$ cat src/rtl/regfile_pkg.sv
// Shared types and default geometry for the multi-port register file and the MIPS core.
package regfile_pkg;
  typedef enum logic [1:0] {IDLE, DUMP, DONE} dump_state_e;

  localparam int RF_DATA_W   = 32;
  localparam int RF_NUM_REGS = 32;
endpackage

$ cat src/rtl/regfile_dump_fsm.sv
// Halt-triggered dump sequencer: walks idx 0..NUM_REGS-1 over a valid/ready handshake.
module regfile_dump_fsm
  import regfile_pkg::*;
#(
  parameter int NUM_REGS = RF_NUM_REGS,
  parameter int ADDR_W   = $clog2(NUM_REGS)
) (
  input  logic              clk_i,
  input  logic              rst_i,
  input  logic              halted_i,
  input  logic              ready_i,
  output logic              valid_o,
  output logic              last_o,
  output logic              active_o,
  output logic [ADDR_W-1:0] idx_o
);
  localparam logic [ADDR_W-1:0] LAST_IDX = ADDR_W'(NUM_REGS - 1);

  dump_state_e       state_q, state_d;
  logic [ADDR_W-1:0] idx_q, idx_d;
  logic              halted_q;

  always_ff @(posedge clk_i) begin
    if (rst_i) begin
      state_q  <= IDLE;
      idx_q    <= '0;
      halted_q <= 1'b0;
    end else begin
      state_q  <= state_d;
      idx_q    <= idx_d;
      halted_q <= halted_i;
    end
  end

  always_comb begin
    state_d = state_q;
    idx_d   = idx_q;
    case (state_q)
      IDLE: if (halted_i && !halted_q) begin
        state_d = DUMP;
        idx_d   = '0;
      end
      // halted falling mid-dump is deliberately ignored so the log is always complete
      DUMP: if (ready_i) begin
        if (idx_q == LAST_IDX) state_d = DONE;
        else                   idx_d   = idx_q + 1'b1;
      end
      DONE: if (!halted_i) state_d = IDLE;
      default: state_d = IDLE;
    endcase
  end

  assign valid_o  = (state_q == DUMP);
  assign active_o = (state_q == DUMP);
  assign last_o   = valid_o && (idx_q == LAST_IDX);
  assign idx_o    = idx_q;
endmodule

$ cat src/rtl/regfile_mp.sv
// Multi-port register file with busy scoreboard and halt dump port.
// Optional REGFILE_BYPASS_EN: same-cycle write-to-read forwarding.
module regfile_mp
  import regfile_pkg::*;
#(
  parameter  int DATA_W   = RF_DATA_W,
  parameter  int NUM_REGS = RF_NUM_REGS,
  parameter  int NUM_RD   = 2,
  parameter  int NUM_WR   = 1,
  parameter  int ZERO_REG = 1,
  localparam int ADDR_W   = $clog2(NUM_REGS)
) (
  input  logic                     clk,
  input  logic                     rst,
  input  logic [NUM_RD*ADDR_W-1:0] rd_num,
  output logic [NUM_RD*DATA_W-1:0] rd_data,
  output logic [NUM_RD-1:0]        rd_busy,
  input  logic [NUM_WR-1:0]        wr_we,
  input  logic [NUM_WR*ADDR_W-1:0] wr_num,
  input  logic [NUM_WR*DATA_W-1:0] wr_data,
  input  logic                     iss_valid,
  input  logic [ADDR_W-1:0]        iss_num,
  input  logic                     halted,
  output logic                     dump_valid,
  input  logic                     dump_ready,
  output logic [ADDR_W-1:0]        dump_num,
  output logic [DATA_W-1:0]        dump_data,
  output logic                     dump_last,
  output logic                     dump_active
);
  logic [NUM_REGS-1:0][DATA_W-1:0] mem_q, mem_d;
  logic [NUM_REGS-1:0]             busy_q, busy_d;
  logic [NUM_WR-1:0]               wr_act;
  logic                            iss_act;

  // Real, writable register: in range and not the hardwired zero.
  function automatic logic addr_ok(input logic [ADDR_W-1:0] a);
    return ({1'b0, a} < (ADDR_W+1)'(NUM_REGS)) && !((ZERO_REG != 0) && (a == '0));
  endfunction

  always_comb begin
    for (int w = 0; w < NUM_WR; w++)
      wr_act[w] = wr_we[w] && !dump_active && addr_ok(wr_num[w*ADDR_W +: ADDR_W]);
    iss_act = iss_valid && !dump_active && addr_ok(iss_num);
  end

  // Ascending port order: highest-indexed port lands last; issue set beats writeback clear.
  always_comb begin
    mem_d  = mem_q;
    busy_d = busy_q;
    for (int w = 0; w < NUM_WR; w++) begin
      if (wr_act[w]) begin
        mem_d[wr_num[w*ADDR_W +: ADDR_W]]  = wr_data[w*DATA_W +: DATA_W];
        busy_d[wr_num[w*ADDR_W +: ADDR_W]] = 1'b0;
      end
    end
    if (iss_act) busy_d[iss_num] = 1'b1;
  end

  always_ff @(posedge clk) begin
    if (rst) begin
      mem_q  <= '0;
      busy_q <= '0;
    end else begin
      mem_q  <= mem_d;
      busy_q <= busy_d;
    end
  end

  for (genvar p = 0; p < NUM_RD; p++) begin : g_rd
    logic [ADDR_W-1:0] ra;
    logic [DATA_W-1:0] rdat;
    logic              rbsy;

    assign ra = rd_num[p*ADDR_W +: ADDR_W];

    always_comb begin
      rdat = '0;
      rbsy = 1'b0;
      if (addr_ok(ra)) begin
        rdat = mem_q[ra];
        rbsy = busy_q[ra];
      end
`ifdef REGFILE_BYPASS_EN
      for (int w = 0; w < NUM_WR; w++) begin
        if (wr_act[w] && (wr_num[w*ADDR_W +: ADDR_W] == ra)) begin
          rdat = wr_data[w*DATA_W +: DATA_W];
          rbsy = 1'b0;
        end
      end
`endif
    end

    assign rd_data[p*DATA_W +: DATA_W] = rdat;
    assign rd_busy[p]                  = rbsy;
  end

  regfile_dump_fsm #(
    .NUM_REGS (NUM_REGS),
    .ADDR_W   (ADDR_W)
  ) u_dump (
    .clk_i    (clk),
    .rst_i    (rst),
    .halted_i (halted),
    .ready_i  (dump_ready),
    .valid_o  (dump_valid),
    .last_o   (dump_last),
    .active_o (dump_active),
    .idx_o    (dump_num)
  );

  assign dump_data = mem_q[dump_num];
endmodule

$ cat config.mk
export PLATFORM = sky130hd
export DESIGN_NAME = regfile_mp
export DESIGN_NICKNAME = d
export VERILOG_FILES = /design/src/rtl/regfile_pkg.sv /design/src/rtl/regfile_dump_fsm.sv /design/src/rtl/regfile_mp.sv
export SDC_FILE = /design/constraint.sdc
export NUM_CORES = 2
export LEC_CHECK = 0
export CAP_MARGIN = 15
export CORE_AREA = 8 8 521 523
export CTS_CLUSTER_DIAMETER = 50
export DETAILED_ROUTE_END_ITERATION = 12
export DIE_AREA = 0 0 529 531
export PLACE_DENSITY = 0.35
export SLEW_MARGIN = 10
export SYNTH_ARGS = -nofsm -noshare
export SYNTH_HDL_FRONTEND = slang
export SYNTH_SLANG_ARGS = --single-unit
$ cat constraint.sdc
create_clock -name clk -period 3.4 [get_ports clk]
set_input_delay 0.68 -clock clk [delete_from_list [all_inputs] [get_ports clk]]
set_output_delay 0.68 -clock clk [all_outputs]
set_load 0.005 [all_outputs]
==> flow_metrics.env <==
export IMPL_syn_area_sq_um=65300
export IMPL_grt_max_degree=118
export IMPL_grtUsageMet1=0.348
export IMPL_synth_area_leader_cell="dfxtp_1"
export IMPL_rows=189
export IMPL_synthFlopType="dfxtp_1"
export IMPL_synthSimpleGateAreaFrac=0.105
export IMPL_layout_min_cycle_time_ps=3780
export IMPL_worstHoldStart="rst"
export IMPL_pre_cts_ws_ps=-1200
export IMPL_p_switching_mw=10.7
export IMPL_busiest_layer="met2"
export IMPL_fmax_mhz=265
export IMPL_clkTransAtPathRegs_ps=60
export IMPL_core_sq_um=263000
export IMPL_hold_path_class="in2reg"
export IMPL_max_slew_margin=0.384
export IMPL_drt_wl_total_um=372000
export IMPL_leakage_nw=28.3
export IMPL_yosysSeqAreaShare=0.326
export IMPL_antenna_found_initial=11
export IMPL_synth_compound_area_frac=0.208
export IMPL_p_per_area_nw_per_um2=425
export IMPL_cts_tree="done"
export IMPL_yosys_area_top_type_share=0.326
export IMPL_grt_pass1_vias=63907
export IMPL_grtUsageTotal=0.253
export IMPL_yosysUniqueCellTypes=46
export IMPL_final_util=0.332
export IMPL_fill_cells=26862
export IMPL_worst_hold_path_endpoint="busy_q[16]"
export IMPL_synthArstFlopShare=0
export IMPL_pwr_share_seq=0.340
export IMPL_drc=0
export IMPL_htree_levels=4
export IMPL_dp_hpwl_um=221000
export IMPL_critical_path_class="reg2out"
export IMPL_overflow=0
export IMPL_grt_pass1_wl_um=519000
export IMPL_use_met2=0.398
export IMPL_drive_above_1_share=0.301
export IMPL_fin_nets=7479
export IMPL_reg2reg_depth=6
export IMPL_gp_congestion=0.839
export IMPL_dr_first_iter_drc_count=7105
export IMPL_routed_via_density=5.93
export IMPL_crit_chain="buf_12, buf_16, mux4_2, mux2_4, nand2_2, nand4_1, buf_4, buf_6"
export IMPL_vias=65837
export IMPL_r2r_end="mem_q[452]"
export IMPL_cp_max_fo=7
export IMPL_port_buffers=163
export IMPL_synth_fp_nets=7169
export IMPL_die_area_sq_um=281000
export IMPL_synth_edf_count=0
export IMPL_start_util=0.248
export IMPL_p_clk_frac=0.514
export IMPL_status="complete, but fails checks"
export IMPL_final_common_cell="a21oi_1"
export IMPL_slew_violations=0
export IMPL_first_pass_iters=6
export IMPL_tightest_slew_ps=918
export IMPL_crit_arrival_ps=3100
export IMPL_fin_ws_ps=-377
export IMPL_cts_root_buf="clkbuf_16"
export IMPL_synthMuxAreaShare=0.294
export IMPL_endpoint_kind="primary output"
export IMPL_yosys_warnings=0
export IMPL_die_h_um=531
export IMPL_syn_avg_cell_area_sq_um=9.19
export IMPL_drv_cap=0
export IMPL_fin_skew_ps=25.4
export IMPL_area_growth_pct=34.1
export IMPL_critPathSlowestCell="mux4_2"
export IMPL_required_ps=2720
export IMPL_cts_made_buffers=178
export IMPL_hold_violations=0
export IMPL_io_pins=164
export IMPL_synth_xor_area_frac=0
export IMPL_clk_latency_ps=840
export IMPL_synth_top_family_by_area="multiplexers"
export IMPL_p_comb_frac=0.147
export IMPL_layout_common_cells="a21oi_1, nand3_1, dfxtp_1"
export IMPL_synth_area_top_cells="dfxtp_1, mux4_2, a21oi_1, nand3_1, mux2i_1"
export IMPL_cts_buffer_depth=3
export IMPL_postSynthCellCount=7109
export IMPL_drt_wirelength_per_cell_um=33.5
export IMPL_worst_ir_drop_vdd_mv=0.532
export IMPL_fin_crit_sh=1.11
export IMPL_sw_frac_of_total=0.288
export IMPL_synth_seq_cells=1064
export IMPL_globalRouteMet3Util=0.0386
export IMPL_r2r_slack_ps=740
export IMPL_synthAdderAreaFrac=0.000383
export IMPL_setup_viol=34
export IMPL_power_internal_mw=26.5
export IMPL_rsz0062_at_grt="yes"
export IMPL_cts_sinks=1064
export IMPL_final_antenna_net_count=0
export IMPL_die_x_um=529
export IMPL_r2r_start="u_dump.state_q[1]"
export IMPL_power_mw=37.2
export IMPL_tns_ps=-8870
export IMPL_critPathLaunchType="flip-flop"
export IMPL_min_path_cells=2
export IMPL_violations="setup timing"
export IMPL_slowest_delay_ps=520
[cells by family after synthesis]
kind of cell | Yosys count
buffers and inverters | 988
adders and majority gates | 2
AOI/OAI and AO/OA | 2514
DFF | 1064
and+or+nand+nor | 1366
muxes | 1175
[sequential cells by signal, indices dropped and copies added, names as in the netlist]
signal and flops:
busy_q 32, mem_q 1024, u_dump.idx_o 5, u_dump.state_q 2, u_dump.halted_q 1
[power by group through the flow]
stage          clock (mW)  sequential (mW)  combinational (mW)
2_1_floorplan           0             12.9                2.08
3_3_place_gp            0             12.9                4.72
3_5_place_dp            0             12.9                4.72
4_1_cts              19.4             12.6                5.36
5_1_grt              19.9             12.6                5.58
6_report             19.1             12.6                5.45
[per-layer routing]
layer,share of wire,up-vias
li1,-,27913
met1,0.44,34195
met2,0.45,3110
met3,0.068,615
met4,0.043,4
met5,0.000073,-
[final cells by class]
class / instances / area [sq um] / share of cell area
Tap cell: 3533 / 4420 / 0.0505
Antenna cell: 6 / 15.0 / 0.000171
Clock inverter: 93 / 1020 / 0.0117
Timing Repair inverter: 1 / 20.0 / 0.000229
Inverter: 6 / 55.1 / 0.000629
Sequential cell: 1064 / 21400 / 0.245
Timing Repair Buffer: 1111 / 14300 / 0.164
Clock buffer: 235 / 5130 / 0.0586
Multi-Input combinational cell: 5057 / 41200 / 0.470
[how the worst max path moves through the flow]
stage	from	end	slack, ps	cells past startpoint
final	u_dump.idx_o[0]	dump_data[21]	-380	8
after global routing	u_dump.idx_o[0]	dump_data[17]	-420	9
after CTS	u_dump.idx_o[0]	dump_data[13]	-500	9
after detailed placement	rd_num[5]	rd_data[51]	-1200	9
after global placement	rd_num[5]	rd_data[51]	-1260	9
after floorplan	rd_num[1]	rd_busy[0]	590	7
[stage by stage]
step	cells	area, sq um	hold WS [ps]
after CTS	11061	86900	239
after floorplan	7109	65300	451
final	11106	87600	307
after global routing	11101	87600	302
after global placement	10504	75800	470
after detailed placement	10504	75800	480
[worst max-delay path: cells and delay by family, from the launching register on]
| family | cells | cell delay (ps) |
|---|---|---|
| buffers and inverters | 4 | 750 |
| DFF | 1 | 380 |
| muxes | 2 | 800 |
| and+or+nand+nor | 2 | 320 |
[Yosys cell counts, types with 34 or more instances]
cell	number
a21oi_1	1089
a221o_1	66
a221oi_1	66
a22oi_1	132
a31oi_1	67
buf_1	72
buf_2	232
buf_4	42
clkbuf_1	610
dfxtp_1	1064
mux2_2	64
mux2i_1	521
mux4_2	590
nand2_1	166
nand3_1	1057
nand4_1	34
nor2b_1	45
o21ai_0	883
o21ai_1	208
[repair_timing]
| action | CTS | global route |
|---|---|---|
| gates resized for setup | 841 | 124 |
| hold buffers | 0 | 0 |
| cloned | 30 | 6 |
| pin swaps | 118 | 55 |
| buffers inserted | 230 | 52 |
| setup endpoints to repair | 99 | 77 |
(Power assumes the default switching activity.)
